<file path="src/rtl/cpu_log_pkg.sv">
// Shared types and constants for the CPU log record extractor.
// Holds format_type encodings, parser state encodings, record layout
// constants, the ASCII delimiters of a log line and character helpers.
package cpu_log_pkg;

    localparam int unsigned WORD_W = 32;
    localparam int unsigned FT_W   = 2;

    typedef enum logic [1:0] {
        FT_NONE = 2'd0,
        FT_REG  = 2'd1,
        FT_MEM  = 2'd2
    } format_t;

    typedef enum logic [2:0] {
        P_IDLE = 3'd0,
        P_TIME = 3'd1,
        P_PC   = 3'd2,
        P_SEP  = 3'd3,
        P_GRF  = 3'd4,
        P_ADDR = 3'd5,
        P_DATA = 3'd6
    } pstate_t;

    // Fixed-width part of a record; the time field width is a top-level parameter.
    typedef struct packed {
        logic [WORD_W-1:0] pc;
        logic [WORD_W-1:0] addr;
        logic [WORD_W-1:0] data;
    } rec_words_t;

    localparam int unsigned REC_FIXED_W = FT_W + $bits(rec_words_t);

    localparam logic [7:0] CH_CARET  = 8'h5E;  // '^'
    localparam logic [7:0] CH_AT     = 8'h40;  // '@'
    localparam logic [7:0] CH_COLON  = 8'h3A;  // ':'
    localparam logic [7:0] CH_DOLLAR = 8'h24;  // '$'
    localparam logic [7:0] CH_STAR   = 8'h2A;  // '*'
    localparam logic [7:0] CH_EQ     = 8'h3D;  // '='
    localparam logic [7:0] CH_HASH   = 8'h23;  // '#'

    function automatic logic is_dec(input logic [7:0] c);
        return (c >= 8'h30) && (c <= 8'h39);
    endfunction

    // Lowercase hex only; uppercase letters are deliberately not digits.
    function automatic logic is_hex(input logic [7:0] c);
        return is_dec(c) || ((c >= 8'h61) && (c <= 8'h66));
    endfunction

    // '0'-'9' carry their value in the low nibble; 'a'-'f' low nibble is 1..6.
    function automatic logic [3:0] hex_val(input logic [7:0] c);
        return is_dec(c) ? c[3:0] : 4'(c[3:0] + 4'd9);
    endfunction

endpackage

</file>
<file path="src/rtl/cpu_log_record_extractor_rec_fifo.sv">
// rec_fifo: generic synchronous FIFO with a valid/ready read side.
// Ports: clk, reset (async active-low), push/push_data write side,
// head_valid/head_ready/head_data read side (head driven straight from
// storage), drop_c flags a push rejected because the FIFO is full.
// Pointers carry one extra wrap bit to tell full from empty.
module rec_fifo #(
    parameter int unsigned WIDTH = 8,
    parameter int unsigned DEPTH = 4
) (
    input  logic             clk,
    input  logic             reset,
    input  logic             push,
    input  logic [WIDTH-1:0] push_data,
    output logic             head_valid,
    input  logic             head_ready,
    output logic [WIDTH-1:0] head_data,
    output logic             drop_c
);

    localparam int unsigned AW = $clog2(DEPTH);
    localparam logic [AW:0] PTR_ONE = (AW + 1)'(1);

    logic [AW:0]      wr_ptr;
    logic [AW:0]      rd_ptr;
    logic [WIDTH-1:0] mem [DEPTH];

    logic empty_c;
    logic full_c;
    logic pop_c;
    logic wr_en_c;

    // Full: same slot index, opposite lap.
    assign empty_c = (wr_ptr == rd_ptr);
    assign full_c  = (wr_ptr[AW] != rd_ptr[AW]) && (wr_ptr[AW-1:0] == rd_ptr[AW-1:0]);
    assign pop_c   = !empty_c && head_ready;
    // A pop in the same cycle frees the slot the write lands in.
    assign wr_en_c = push && (!full_c || pop_c);
    assign drop_c  = push && full_c && !pop_c;

    assign head_valid = !empty_c;
    assign head_data  = mem[rd_ptr[AW-1:0]];

    // Pointer and storage update.
    always_ff @(posedge clk or negedge reset) begin
        if (!reset) begin
            wr_ptr <= '0;
            rd_ptr <= '0;
            for (int unsigned i = 0; i < DEPTH; i++) begin
                mem[i] <= '0;
            end
        end else begin
            if (wr_en_c) begin
                mem[wr_ptr[AW-1:0]] <= push_data;
                wr_ptr              <= wr_ptr + PTR_ONE;
            end
            if (pop_c) begin
                rd_ptr <= rd_ptr + PTR_ONE;
            end
        end
    end

endmodule

</file>
<file path="src/rtl/cpu_log_record_extractor.sv">
// cpu_log_record_extractor: parses the cpu_checker character stream into
// time/PC/address/data fields and queues one record per valid line.
// Ports: clk, reset (async active-low), char (stream byte), format_type
// (checker verdict, nonzero for one cycle after '#'), rec_valid/rec_ready
// record handshake, rec_type/rec_time/rec_pc/rec_addr/rec_data head record,
// overflow (sticky drop flag).
// Optional: define CPU_REC_DROP_CNT_EN to add drop_cnt[7:0], a saturating
// count of dropped records.
module cpu_log_record_extractor
    import cpu_log_pkg::*;
#(
    parameter int unsigned DEPTH  = 4,
    parameter int unsigned TIME_W = 16
) (
    input  logic              clk,
    input  logic              reset,
    input  logic [7:0]        char,
    input  logic [1:0]        format_type,
    output logic              rec_valid,
    input  logic              rec_ready,
    output logic [1:0]        rec_type,
    output logic [TIME_W-1:0] rec_time,
    output logic [31:0]       rec_pc,
    output logic [31:0]       rec_addr,
    output logic [31:0]       rec_data,
`ifdef CPU_REC_DROP_CNT_EN
    output logic [7:0]        drop_cnt,
`endif
    output logic              overflow
);

    localparam int unsigned REC_W = REC_FIXED_W + TIME_W;
    localparam logic [TIME_W-1:0] TEN_T = TIME_W'(10);
    localparam logic [31:0]       TEN_W = 32'd10;

    pstate_t           state;
    logic [TIME_W-1:0] time_acc;
    logic [31:0]       pc_acc;
    logic [31:0]       addr_acc;
    logic [31:0]       data_acc;

    logic       dec_c;
    logic       hex_c;
    logic [3:0] nib_c;

    assign dec_c = is_dec(char);
    assign hex_c = is_hex(char);
    assign nib_c = hex_val(char);

    // Field parser; '^' restarts a line from any state.
    always_ff @(posedge clk or negedge reset) begin
        if (!reset) begin
            state    <= P_IDLE;
            time_acc <= '0;
            pc_acc   <= '0;
            addr_acc <= '0;
            data_acc <= '0;
        end else if (char == CH_CARET) begin
            state    <= P_TIME;
            time_acc <= '0;
            pc_acc   <= '0;
            addr_acc <= '0;
            data_acc <= '0;
        end else begin
            case (state)
                P_TIME: begin
                    if (char == CH_AT)  state    <= P_PC;
                    else if (dec_c)     time_acc <= time_acc * TEN_T + TIME_W'(nib_c);
                end
                P_PC: begin
                    if (char == CH_COLON) state  <= P_SEP;
                    else if (hex_c)       pc_acc <= {pc_acc[27:0], nib_c};
                end
                P_SEP: begin
                    if (char == CH_DOLLAR)    state <= P_GRF;
                    else if (char == CH_STAR) state <= P_ADDR;
                end
                P_GRF: begin
                    if (char == CH_EQ) state    <= P_DATA;
                    else if (dec_c)    addr_acc <= addr_acc * TEN_W + 32'(nib_c);
                end
                P_ADDR: begin
                    if (char == CH_EQ) state    <= P_DATA;
                    else if (hex_c)    addr_acc <= {addr_acc[27:0], nib_c};
                end
                P_DATA: begin
                    if (hex_c) data_acc <= {data_acc[27:0], nib_c};
                end
                default: ;
            endcase
        end
    end

    // Push uses the pre-edge accumulators, so a '^' in the push cycle is safe.
    logic             push_c;
    logic [REC_W-1:0] push_data_c;
    logic [REC_W-1:0] head_data;
    logic             drop_c;
    rec_words_t       push_words_c;
    rec_words_t       head_words;

    assign push_c             = (format_type != FT_NONE);
    assign push_words_c.pc    = pc_acc;
    assign push_words_c.addr  = addr_acc;
    assign push_words_c.data  = data_acc;
    assign push_data_c        = {format_type, time_acc, push_words_c};

    rec_fifo #(
        .WIDTH (REC_W),
        .DEPTH (DEPTH)
    ) u_rec_fifo (
        .clk        (clk),
        .reset      (reset),
        .push       (push_c),
        .push_data  (push_data_c),
        .head_valid (rec_valid),
        .head_ready (rec_ready),
        .head_data  (head_data),
        .drop_c     (drop_c)
    );

    assign {rec_type, rec_time, head_words} = head_data;
    assign rec_pc   = head_words.pc;
    assign rec_addr = head_words.addr;
    assign rec_data = head_words.data;

    // Sticky drop indication.
    always_ff @(posedge clk or negedge reset) begin
        if (!reset) begin
            overflow <= 1'b0;
        end else if (drop_c) begin
            overflow <= 1'b1;
        end
    end

`ifdef CPU_REC_DROP_CNT_EN
    // Saturating dropped-record counter.
    always_ff @(posedge clk or negedge reset) begin
        if (!reset) begin
            drop_cnt <= '0;
        end else if (drop_c && (drop_cnt != 8'hFF)) begin
            drop_cnt <= drop_cnt + 8'd1;
        end
    end
`endif

endmodule

</file>
<file path="config.mk">
export PLATFORM = sky130hd
export DESIGN_NAME = cpu_log_record_extractor
export DESIGN_NICKNAME = d
export VERILOG_FILES = /design/src/rtl/cpu_log_pkg.sv /design/src/rtl/cpu_log_record_extractor_rec_fifo.sv /design/src/rtl/cpu_log_record_extractor.sv
export SDC_FILE = /design/constraint.sdc
export NUM_CORES = 1
export LEC_CHECK = 0
export BUFFER_PORTS_ARGS = -buffer_cell sky130_fd_sc_hd__buf_4
export CORE_MARGIN = 5
export CORE_UTILIZATION = 40
export CTS_CLUSTER_SIZE = 14
export DETAILED_ROUTE_END_ITERATION = 10
export SLEW_MARGIN = 20
export SYNTH_ARGS = -nofsm -noshare
export SYNTH_HDL_FRONTEND = slang
export SYNTH_SLANG_ARGS = --single-unit
</file>
<file path="constraint.sdc">
create_clock -name clk -period 7.7 [get_ports clk]
set_input_delay 0.385 -clock clk [delete_from_list [all_inputs] [get_ports clk]]
set_output_delay 0.385 -clock clk [all_outputs]
set_load 0.005 [all_outputs]
</file>
**Word level (Yosys, flattened, before mapping)**

Index checks and enable logic that the tools add are counted.

- Mux-type cells: 31
- Order comparisons: 7
- Reductions and logical operators: 27
- $mul: 2
- Add/subtract/negate cells: 5
- Bitwise logic cells: 2
- Equal/unequal tests: 25

Operator list:

| operator | count |
|---|---|
| 456-bit bitwise mux | 1 |
| 32-bit two-way mux | 12 |
| 114-bit two-way mux | 3 |
| 114-bit binary-select mux with 2-bit select | 1 |
| 114-bit demux with 2-bit select | 1 |
| 16-bit two-way mux | 4 |
| 32-bit case mux with 2 select lines | 1 |
| 32-bit by 4-bit adder with 32-bit output | 1 |
| 8-bit by 6-bit equality test with 1-bit output, second input constant | 4 |
| 32-bit by 3-bit multiplier with 31-bit output, second input constant | 1 |
| 3-bit two-way mux | 6 |
| 3-bit inequality test, second input constant | 6 |
| 16-bit by 4-bit adder with 16-bit output | 1 |
| 8-bit by 7-bit equality test with 1-bit output, second input constant | 2 |
| 16-bit by 3-bit multiplier with 15-bit output, second input constant | 1 |
| 3-bit case mux with 4 select lines | 1 |
| 2-bit nonzero test | 6 |
| 5-bit AND reduction | 2 |
| 3-bit equality test, second input constant | 3 |
| 8-bit by 6-bit greater-or-equal comparator with 1-bit output, second input constant | 1 |
| 8-bit by 7-bit greater-or-equal comparator with 1-bit output, second input constant | 1 |
| 8-bit by 6-bit less-or-equal comparator with 1-bit output, second input constant | 1 |
| 8-bit by 7-bit less-or-equal comparator with 1-bit output, second input constant | 1 |
| 1-bit logical AND | 8 |
| other kinds (21) | 30 |

- Bits of input ports: 13
- Register bits: 578
- Output and inout port bits: 116

**Depth between registers and ports, before layout**

- Word-level depth: 8
- Depth in mapped cells: 19

**By module**

A second synthesis with hierarchy kept.

- Cell total of the unflattened synthesis: 2196
- Area total of the unflattened synthesis: 28964.0 um^2

Modules (own cells, without submodules):

| module | times used | sequential area each (um^2) | area an instance (um^2) | cells an instance |
|---|---|---|---|---|
| rec_fifo | 1 | 11561.1 | 20085.5 | 1142 |
| cpu_log_record_extractor | 1 | 2902.8 | 8878.5 | 1054 |

**Worst setup path before layout**

OpenSTA, ideal clock, no wires.

- Kind: input -> register
- Start point: in char[7]
- End point: reg addr_acc[23]
- Arrival time: 3583 ps
- Path slack: 3975 ps
- Stages on the path: 17
- Library setup time: 142 ps
- Cells stage by stage: nand2b_1 or3b_2 a21oi_2 nand2b_1 xnor2_1 inv_1 fa_1 nor2b_1 o2111ai_1 inv_1 nand3_1 or2_2 nor2_1 nand3_1 nor2_1 xnor2_1 o221ai_1

- Longest elaborated chain between the ends: 8

Ends and longest elaborated chain:

| element | RTL line | text |
|---|---|---|
| start: declaration | cpu_log_record_extractor.sv:17 | `input logic [7:0] char,` |
| 8-bit by 6-bit greater-or-equal comparator with 1-bit output / 8-bit by 6-bit less-or-equal comparator with 1-bit output (equally long branches) | cpu_log_pkg.sv:43 | `return (c >= 8'h30) && (c <= 8'h39);` |
| 1-bit logical AND | cpu_log_pkg.sv:43 |  |
| 4-bit two-way mux | cpu_log_pkg.sv:53 | `return is_dec(c) ? c[3:0] : 4'(c[3:0] + 4'd9);` |
| 32-bit by 4-bit adder with 32-bit output | cpu_log_record_extractor.sv:80 | `else if (dec_c) addr_acc <= addr_acc * TEN_W + 32'(nib_c);` |
| 32-bit two-way mux | cpu_log_record_extractor.sv:80 |  |
| 32-bit two-way mux | cpu_log_record_extractor.sv:79 | `if (char == CH_EQ) state <= P_DATA;` |
| 32-bit case mux with 2 select lines | cpu_log_record_extractor.sv:65 | `case (state)` |
| 32-bit two-way mux | cpu_log_record_extractor.sv:58 | `end else if (char == CH_CARET) begin` |
| end signal: assignment | cpu_log_record_extractor.sv:80 |  |
| end signal: assignment | cpu_log_record_extractor.sv:84 | `else if (hex_c) addr_acc <= {addr_acc[27:0], nib_c};` |
| end: declaration | cpu_log_record_extractor.sv:39 | `logic [31:0] addr_acc;` |

Parallel ways exist; a longest one is shown, timed or not. The select of a mux whose other input is x is not followed.
A chain may end at the register's enable or synchronous reset.

**Worst setup path after layout**

- Start point: reg addr_acc[3]
- End point: reg addr_acc[26]

- Longest elaborated chain between the ends: 6

Ends and longest elaborated chain:

| element | RTL line |
|---|---|
| 32-bit by 3-bit multiplier with 31-bit output | cpu_log_record_extractor.sv:80 |
| 32-bit by 4-bit adder with 32-bit output | cpu_log_record_extractor.sv:80 |
| 32-bit two-way mux | cpu_log_record_extractor.sv:80 |
| 32-bit two-way mux | cpu_log_record_extractor.sv:79 |
| 32-bit case mux with 2 select lines | cpu_log_record_extractor.sv:65 |
| 32-bit two-way mux | cpu_log_record_extractor.sv:58 |

No other way between the ends. The select of a mux whose other input is x is not followed.

==> results.yml <==
timing:
  timing.hold.ws_ps: 86.01
  finalSetupViolCount: 0
  tns_ps: 0
  period_share_pct: 51.01
  clock_skew_ps: 21.59
  rsz0062_at_grt: "false"
  slew_headroom_pct: 25.88
  period_needed_ps: 3928
  fmax_mhz: 254.6
  maxSlewViolCount: 0
  hold_viol_final: 0
  tightest_slew_ps: 1112
synth:
  synth_ff_type: "dfrtp_1"
  synth_area_leaders: "dfrtp_1 51%, mux2_2 18%, mux4_2 9.0%, ha_1 4.1%, nand2_1 2.8%"
  synth_edf_count: 0
  ys_ff_latch: 578
  synth.most_common_cell: "dfrtp_1"
  synthCells: 2180
  yosys.area.top_type: "dfrtp_1"
  syn_avg_cell_area_um2: 13.02
  synth_nets: 2290
  synth-seq-area-share_pct: 50.96
  yosysWarnings: 0
  synth_area_um2: 28380
  synth_commonest_cells: "578 x dfrtp_1, 450 x mux2_2, 214 x nand2_1"
  ys_async_sr_fraction_pct: 100.0
  yosysTopAreaCellShare_pct: 50.96
  synth_cell_types: 77
critical_path:
  slowest_delay_ps: 520
  worstSetupPathType: "reg2reg"
  arrival_ps: 4370
  required_ps: 8140
  path_cells: "ha_1 -> ha_1 -> fa_1 -> a21o_1 -> a221oi_4 -> xnor2_1 -> and3_4 -> nand4_4 -> nor3_4 -> nand3_2 -> nor4_2 -> xor2_1 -> o221ai_1"
  cp-start-kind: "flop"
  end_kind: "flop"
  cp_slowest_cell: "dfrtp_1"
  crit_top_cell: "ha_1"
  crit_family: "simple AND/OR/NAND/NOR gates"
  crit_path_max_fanout: 8
  path_buf_inv: 0
routing:
  initialDrtViolationCount: 1156
  ant_nets: 0
  first_pass_iters: 5
  num_vias: 17800
  routedWlPerCell_um: 20.40
  remaining_drc_errors: 0
  postRouteWirelength_um: 66380
  viasPerCell: 5.471
clock_tree:
  cts_tree: "done"
  clock-root-buffer: "clkbuf_16"
  clock_sinks: 578
  path_clk_slew_ps: 60
  cts_made_buffers: 67
  cts_setup_buffers: 0
  h-tree-depth: 3
  clock_path_buffers: 3
  clk_latency_ps: 600
placed_design:
  gp_congestion: 0.8077
  numPortBuffers: 128
  dpl.hpwl_um: 40840
  placed_area_um2: 30300
floorplanning:
  coreArea_um2: 70150
  initial_core_util_pct: 40.46
  die_y_um: 276.4
  die_w_um: 276.4
  rows: 97
  die-area_um2: 76390
  io_pins: 129
grt:
  track_usage_pct: 17.33
  antenna_found_initial: 1
  grt_pass1_wl_um: 108200
  first_global_vias: 18940
  overflow: 0
  grt_max_degree: 177
power:
  power_density_nw_per_um2: 309.2
  peakVddDrop_mv: 0.2495
  power_leakage_nw: 15.99
  finalPower_w: 0.01007
run:
  cap_violations: 0
layout:
  nets: 2378
  synthToLayoutAreaGrowth_pct: 14.76
  drive_gt1_share_pct: 37.22
  num-fill-cells: 6256
  finalInstanceArea_um2: 32570
hold_path:
  hold_class: "in2reg"
outcome:
  status: "finished, final reports clean"
==> stage by stage <==
step	cells	util [%]	setup slack, ps
2_1_floorplan	2180	-	3975
3_3_place_gp	3138	43.19	3410
3_5_place_dp	3138	43.19	3311
4_1_cts	3253	46.42	3667
5_1_grt	3254	46.43	3484
6_report	3254	46.43	3772
==> cell usage in the layout (no fill, tap or decap), types with 6 or more instances in the layout <==
cell         n
nor3_2       7
inv_1       18
nor3_1      11
mux2_2     450
clkbuf_1    10
nand4_1      9
nand2b_1     6
clkbuf_8    11
a21o_1      14
clkbuf_16   69
dfrtp_1    576
bufinv_16    7
and2_1       6
nand3_1    121
nor2b_1     10
a31oi_1      7
o221ai_1    10
o21ai_0     72
xnor2_1     46
mux4_2     114
nand2_1    210
nor2_1      59
a21oi_1     53
clkinv_2    11
xor2_1      31
ha_1        93
o21ai_1      9
buf_4      141
==> final cells by class <==
cell class | count | area, um2 | share of cell area (%)
Timing Repair Buffer | 150 | 1206 | 3.703
Sequential cell | 578 | 14470 | 44.43
Tap cell | 940 | 1176 | 3.611
Multi-Input combinational cell | 1453 | 13390 | 41.12
Clock buffer | 90 | 1916 | 5.881
Inverter | 18 | 67.56 | 0.2074
Antenna cell | 1 | 2.502 | 0.007682
Clock inverter | 24 | 341.6 | 1.049
==> cell families (layout without fill, tap and decap cells) <==
family          count (synthesis)  count (layout)  share of synthesized area [%]
xor+xnor                       79              79                          2.491
compound gates                218             218                          4.845
simple gates                  490             490                          8.239
fa+ha+maj                      97              97                          4.382
other cells                     0               1                              0
buf+inv                       149             282                          2.010
mux                           569             569                          27.08
flops                         578             578                          50.96
==> report_power, final <==
group	total (W)	leakage [nW]	internal (W)	switching [W]
Clock	0.00326	1.11	0.00198	0.00128
Sequential	0.00386	7.95	0.00344	0.000424
Combinational	0.00295	6.93	0.00141	0.00154
Total	0.0101	16.0	0.00683	0.00324
==> flip-flops by register name (all words and copies together) (netlist names) <==
name / count
u_rec_fifo.rd_ptr: 3
overflow: 1
u_rec_fifo.mem: 456
time_acc: 16
addr_acc: 32
pc_acc: 32
state: 3
u_rec_fifo.wr_ptr: 3
data_acc: 32
==> metal layers <==
layer	track usage, %	up-vias	part of all wire (%)	wire length, um
li1	-	8143	-	-
met1	23.79	9317	46	30270
met2	29.11	261	49	32660
met3	2.523	81	3.4	2232
met4	4.648	0	1.8	1222
met5	0	-	0	0
==> final timing paths <==
path                                startpoint                   to  slack [ps]  cells past startpoint
worst max register to register     addr_acc[3]         addr_acc[26]        3770                     13
worst max-delay path               addr_acc[3]         addr_acc[26]        3770                     13
worst min register to register        overflow             overflow         470                      1
min in group asynchronous                reset  u_rec_fifo.mem[220]         460                      2
max in group asynchronous                reset  u_rec_fifo.mem[282]        5700                      3
worst min-delay path            format_type[0]  u_rec_fifo.mem[454]          90                      2
==> what timing repair did <==
item	CTS	global route
endpoints found under the hold margin	113	0
gates resized for setup	0	0
hold buffers	1	0
Note: power is estimated with default switching activity, not from simulation.
